==> src/rtl/split_data.sv <==
// Read-path width converter: unpacks OSIZE-bit AXI read words into a stream of
// ISIZE-bit pixels packed MSB-first, carrying partial pixels across word boundaries.
module split_data #(
  parameter int ISIZE = 24,
  parameter int OSIZE = 256
) (
  input  logic             clock,
  input  logic             rst_n,
  input  logic             ialign,
  input  logic             ivalid,
  output logic             iready,
  input  logic [OSIZE-1:0] idata,
  input  logic             ilast,
  output logic             ovalid,
  input  logic             oready,
  output logic [ISIZE-1:0] odata,
  output logic             olast
);

  localparam int BW = OSIZE + ISIZE;
  localparam int CW = $clog2(BW + 1);
  localparam logic [CW-1:0] ISZ  = CW'(ISIZE);
  localparam logic [CW-1:0] OSZ  = CW'(OSIZE);
  localparam logic [CW:0]   ISZ2 = (CW+1)'(2 * ISIZE);

  logic [BW-1:0] data_buf;
  logic [CW-1:0] bcnt;
  logic          lastf;

  logic [BW-1:0] base_buf;
  logic [BW-1:0] load_buf;
  logic [CW-1:0] base_cnt;
  logic          load;
  logic          pop;

  // Handshakes: a word transfers when ivalid && iready, a pixel when
  // ovalid && oready, both on the rising edge. iready and ovalid are
  // complementary, so a cycle either loads or pops, never both; ialign
  // forces iready and suppresses any pop in its cycle.
  assign iready = ialign || (bcnt < ISZ);
  assign ovalid = (bcnt >= ISZ);
  assign odata  = data_buf[BW-1 -: ISIZE];
  assign olast  = lastf && ovalid && ({1'b0, bcnt} < ISZ2);
  assign load   = ivalid && iready;
  assign pop    = ovalid && oready && !ialign;

  // ialign starts a fresh line, so the residual is treated as empty.
  always_comb begin
    base_cnt = ialign ? '0 : bcnt;
    base_buf = ialign ? '0 : (data_buf & ~({BW{1'b1}} >> bcnt));
    load_buf = base_buf | ({idata, {ISIZE{1'b0}}} >> base_cnt);
  end

  always_ff @(posedge clock or negedge rst_n) begin
    if (!rst_n) begin
      data_buf <= '0;
      bcnt     <= '0;
      lastf    <= 1'b0;
    end else if (load) begin
      data_buf <= load_buf;
      bcnt     <= base_cnt + OSZ;
      lastf    <= ilast;
    end else if (ialign) begin
      data_buf <= '0;
      bcnt     <= '0;
      lastf    <= 1'b0;
    end else if (pop) begin
      if (olast) begin
        // Pad bits after the final full pixel of a line are dropped.
        data_buf <= '0;
        bcnt     <= '0;
        lastf    <= 1'b0;
      end else begin
        data_buf <= data_buf << ISIZE;
        bcnt     <= bcnt - ISZ;
      end
    end
  end

endmodule

==> config.mk <==
export PLATFORM = sky130hd
export DESIGN_NAME = split_data
export DESIGN_NICKNAME = d
export VERILOG_FILES = /design/src/rtl/split_data.sv
export SDC_FILE = /design/constraint.sdc
export NUM_CORES = 2
export LEC_CHECK = 0
export CAP_MARGIN = 10
export CORE_UTILIZATION = 65
export DETAILED_ROUTE_END_ITERATION = 10
export PLACE_DENSITY = 0.89
export SLEW_MARGIN = 30
export SYNTH_ARGS = -nofsm -noshare
export SYNTH_HDL_FRONTEND = slang
export SYNTH_SLANG_ARGS = --single-unit
==> constraint.sdc <==
create_clock -name clock -period 4.25 [get_ports clock]
set_input_delay 0.85 -clock clock [delete_from_list [all_inputs] [get_ports clock]]
set_output_delay 0.85 -clock clock [all_outputs]
set_load 0.01 [all_outputs]
==> results.json, run 1 <==
{
  "clockBufferDepth": 3,
  "ys_ff_latch": 290,
  "num_rows": 87,
  "htreeDepth": 1,
  "yosys-top-cells-area": "dfrtp_1 19%, mux2i_1 12%, nor2_1 5.1%",
  "cts_resized": 0,
  "synth_cell_types": 81,
  "post_cts_buffers": 0,
  "grt_overflow_total": 192,
  "synth.avg_cell_area_sq_um": 7.723,
  "syn_area_sq_um": 37270,
  "yosysSeqAreaShare_pct": 19.47,
  "error": "[ERROR GRT-0116] Global routing finished with congestion. Check the congestion regions in the DRC Viewer.",
  "syn_inst": 4826,
  "synthFlopType": "dfrtp_1",
  "io_pins": 289,
  "cts_hold_buf": 0,
  "gp_congestion": 1.332,
  "syn_nets": 5092,
  "cts_root_buf": "clkbuf_16",
  "yosys_warnings": 0,
  "cts.sinks": 290,
  "yosysTopAreaCell": "dfrtp_1",
  "grt_pass1_wl_mm": 321.3,
  "start_util_pct": 65.97,
  "place_area_sq_um": 41510,
  "fp.dieH_um": 241.5,
  "synth-edff-count": 0,
  "die_w_um": 241.5,
  "dp_hpwl_mm": 139.0,
  "grt_max_degree": 112,
  "grt_pass1_vias": 48950,
  "grtUsageTotal_pct": 73.78,
  "failing_step": "5_1_grt",
  "synth_top_area_share_pct": 19.47,
  "ys_async_sr_fraction_pct": 100.0,
  "cts_buffers": 27,
  "outcome": "aborted with a tool error",
  "portBuffers": 288
}
cell usage after synthesis (57+ instances only):
| library cell | n |
|---|---|
| o211ai_1 | 132 |
| mux4_2 | 57 |
| o22ai_1 | 128 |
| a221oi_1 | 89 |
| a22oi_1 | 213 |
| buf_1 | 71 |
| buf_2 | 189 |
| mux2i_1 | 443 |
| nand2_1 | 440 |
| a211oi_1 | 122 |
| clkbuf_1 | 235 |
| and3b_1 | 59 |
| o21ai_0 | 369 |
| a2bb2oi_1 | 78 |
| o22a_1 | 61 |
| nor3b_1 | 99 |
| mux2_2 | 112 |
| dfrtp_1 | 290 |
| a21oi_1 | 290 |
| nor2_1 | 502 |
through the flow:
step           utilization [%]  setup WS (ns)  std cells
4_1_cts                  75.12         0.2330       5659
3_5_place_dp             73.48        0.06840       5610
3_3_place_gp             73.48         0.2147       5610
2_1_floorplan                -          1.125       4826
kinds of logic after synthesis:
family          Yosys count  share of synthesized area [%]
fa+ha+maj                 4                         0.1343
mux                     612                          18.73
compound gates         1970                          37.22
buf+inv                 592                          7.301
flops                   290                          19.47
simple gates           1358                          17.15
routing by layer:
layer / GRT overflow / global-route usage, %
met5: 0 / 26.77
met4: 93 / 71.37
met1: 0 / 75.49
met3: 3 / 63.73
met2: 96 / 85.35
==> inputs of run 2 (changes only) <==
CORE_UTILIZATION = 40   (was 65)
PLACE_DENSITY = unset   (was 0.89)
PLACE_DENSITY_LB_ADDON = 0.15   (was unset)
==> results.json, run 2 <==
{
  "outcome": "finished, violations left",
  "failed_checks": "setup timing",
  "layout-drive-gt1-share_pct": 18.01,
  "synth-edff-count": 0,
  "rsz0062_at_grt": "false",
  "min_path_type": "in2async",
  "regMostFlops": "data_buf",
  "fin_nets": 5512,
  "grt_max_degree": 97,
  "crit_chain": "and3b_4 > buf_4 > a22oi_1 > o211ai_1 > buf_4 > a2bb2oi_1 > buf_4 > a21oi_1 > o2bb2ai_1 > buf_4 > a221oi_1 > buf_4 > nor2_1",
  "cp.buffers_inverters": 5,
  "cp_common_cell": "buf_4",
  "p_int_mw": 10.78,
  "cts_root_buf": "clkbuf_16",
  "post-place-ws_ns": -0.03372,
  "p_clk_share_pct": 12.7,
  "cts_tree": "built",
  "grt_overflow_total": 0,
  "syn_nets": 5092,
  "grtUsageTotal_pct": 50.68,
  "clockBufferDepth": 3,
  "yosys-top-cells-area": "dfrtp_1 19%, mux2i_1 12%, nor2_1 5.1%",
  "clk_pin_slew_ns": 0.08,
  "gp_congestion": 1.058,
  "startpoint": "bcnt[1]$_DFFE_PN0P_",
  "slowest_stage": "dfrtp_2",
  "synth.avg_cell_area_sq_um": 7.723,
  "power_frac_seq_pct": 22.5,
  "reg_top3": "data_buf (280), bcnt (9), lastf (1)",
  "critical_path_required_ns": 4.74,
  "synth.most_common_cell": "nor2_1",
  "finalMaxSlewViolations": 0,
  "grt_pass1_vias": 44870,
  "portBuffers": 288,
  "p_sw_mw": 11.53,
  "ys_async_sr_fraction_pct": 100.0,
  "synthFlopType": "dfrtp_1",
  "p_comb_share_pct": 64.8,
  "final_common_cell": "buf_4",
  "core_sq_um": 91940,
  "min_period_ns": 4.261,
  "reg2reg_from": "bcnt[1]$_DFFE_PN0P_",
  "cts_buffers": 28,
  "yosysTopAreaCell": "dfrtp_1",
  "worstMarginPinSlew_ns": 1.098,
  "grt_pass1_wl_mm": 345.4,
  "synth_top_area_share_pct": 19.47,
  "dr.pass1.iters": 8,
  "grt_antenna_before_repair": 14,
  "largest_register_ffs": 280,
  "clk_latency_ns": 0.61,
  "drt_iter0_drc": 7574,
  "pwr_density_cell_nw_per_um2": 483.2,
  "fill_cells": 9273,
  "areaGrowthSynthToFinish_pct": 23.92,
  "vdd_ir_drop_max_mv": 0.3859,
  "timing.max_cap.violations": 0,
  "crit_family": "compound AO/OA/AOI/OAI gates",
  "via_count": 47810,
  "cts.sinks": 290,
  "whs_ns": 0.2275,
  "fmaxAchievable_ghz": 0.2347,
  "worst_path_largest_cell_delay_ns": 0.78,
  "final_cell_mix": "586 x buf_4, 493 x nor2_1, 443 x mux2i_1, 435 x nand2_1, 368 x o21ai_0",
  "fp.dieH_um": 307.3,
  "syn_inst": 4826,
  "num_rows": 111,
  "route.detailed.drc": 0,
  "ant_nets": 0,
  "io_pins": 289,
  "wire_per_inst_um": 37.98,
  "ys_ff_latch": 290,
  "die_w_um": 307.3,
  "fin_skew_ns": 0.01983,
  "cp_max_fo": 34,
  "yosys_warnings": 0,
  "timing.slew.headroom_pct": 26.09,
  "cp.arrival_ns": 4.76,
  "critical_path_class": "reg2reg",
  "yosysSeqAreaShare_pct": 19.47,
  "setup_viol": 1,
  "cp-end-kind": "flip-flop",
  "start_util_pct": 40.54,
  "die_area_sq_um": 94410,
  "leakagePower_nw": 18.53,
  "total_power_mw": 22.32,
  "finalCritPeriodShare_pct": 100.3,
  "worst_setup_path_start_kind": "flip-flop",
  "synth_common_cells": "502 x nor2_1, 443 x mux2i_1, 440 x nand2_1",
  "dp_hpwl_mm": 189.7,
  "swShare_pct": 51.68,
  "htreeDepth": 1,
  "totalWireLength_mm": 247.4,
  "finalHoldViolations": 0,
  "synth_cell_types": 81,
  "fin_tns_setup_ns": -0.01132,
  "via_per_inst": 7.339,
  "setup_ws_ns": -0.01132,
  "syn_area_sq_um": 37270
}
run 2: cell counts after synthesis:
No cell type changed its count.
run 2: timing repair:
item                                    in CTS  in global routing
setup buffers                                0                  0
hold buffers                                 0                  0
resized for setup                            0                  1
endpoints found under the setup margin       0                  1
run 2: cells by family after synthesis:
kind of cell | Yosys count | synth area share (%)
buffers and inverters | 592 | 7.301
muxes | 612 | 18.73
and+or+nand+nor | 1358 | 17.15
DFF | 290 | 19.47
AOI/OAI and AO/OA | 1970 | 37.22
adders and majority gates | 4 | 0.1343
run 2: path summary, 6_finish.rpt:
path	to	slack, ns	cells past startpoint
hold reg to reg	data_buf[192]$_DFFE_PN0P_	0.48	2
hold / removal	data_buf[235]$_DFFE_PN0P_	0.23	1
max in group asynchronous	bcnt[2]$_DFFE_PN0P_	3.00	2
setup reg to reg	data_buf[184]$_DFFE_PN0P_	-0.01	13
min in group clock	data_buf[192]$_DFFE_PN0P_	0.48	2
setup / recovery	data_buf[184]$_DFFE_PN0P_	-0.01	13
run 2: final cells by class:
cell class                      count  area [sq um]  share of cell area [%]
Clock inverter                      9         128.9                  0.2790
Inverter                           34         132.6                  0.2871
Sequential cell                   290          7266                   15.73
Timing Repair Buffer              948          8760                   18.96
Tap cell                         1243          1555                   3.367
Clock buffer                       43         868.3                   1.880
Multi-Input combinational cell   3944         27470                   59.48
Antenna cell                        3         7.507                 0.01625
run 2: per-stage QoR:
step | util [%] | instances | cell area [sq um]
floorplan | - | 4826 | 37270
global placement | 49.12 | 6458 | 45160
detailed placement | 49.13 | 6458 | 45170
CTS | 50.21 | 6510 | 46160
global route | 50.23 | 6511 | 46180
finish | 50.24 | 6514 | 46190
run 2: power groups by stage:
stage / registers [mW] / logic (mW) / clock network, mW
after floorplan: 4.50 / 7.16 / 0
after global placement: 4.97 / 13.6 / 0
after global routing: 5.08 / 14.8 / 2.92
after CTS: 4.94 / 13.7 / 2.82
after detailed placement: 4.99 / 13.7 / 0
final: 5.01 / 14.5 / 2.83
run 2: per-layer routing:
| metal | wire, um | track usage, % | share of wire, % |
|---|---|---|---|
| met1 | 87490 | 59.67 | 35 |
| met4 | 26740 | 43.73 | 11 |
| met3 | 27160 | 12.22 | 11 |
| met5 | 122 | 0 | 0.049 |
| met2 | 105900 | 77.33 | 43 |
run 2: worst register-to-register path, cell delays in order, from the launching register on:
cell       delay [ns]
dfrtp_2          0.78
and3b_4          0.76
buf_4            0.37
a22oi_1          0.11
o211ai_1         0.11
buf_4            0.19
a2bb2oi_1        0.31
buf_4            0.27
a21oi_1          0.09
o2bb2ai_1        0.13
buf_4            0.19
a221oi_1         0.59
buf_4            0.22
nor2_1           0.03
Note: power is estimated with default switching activity, not from simulation.
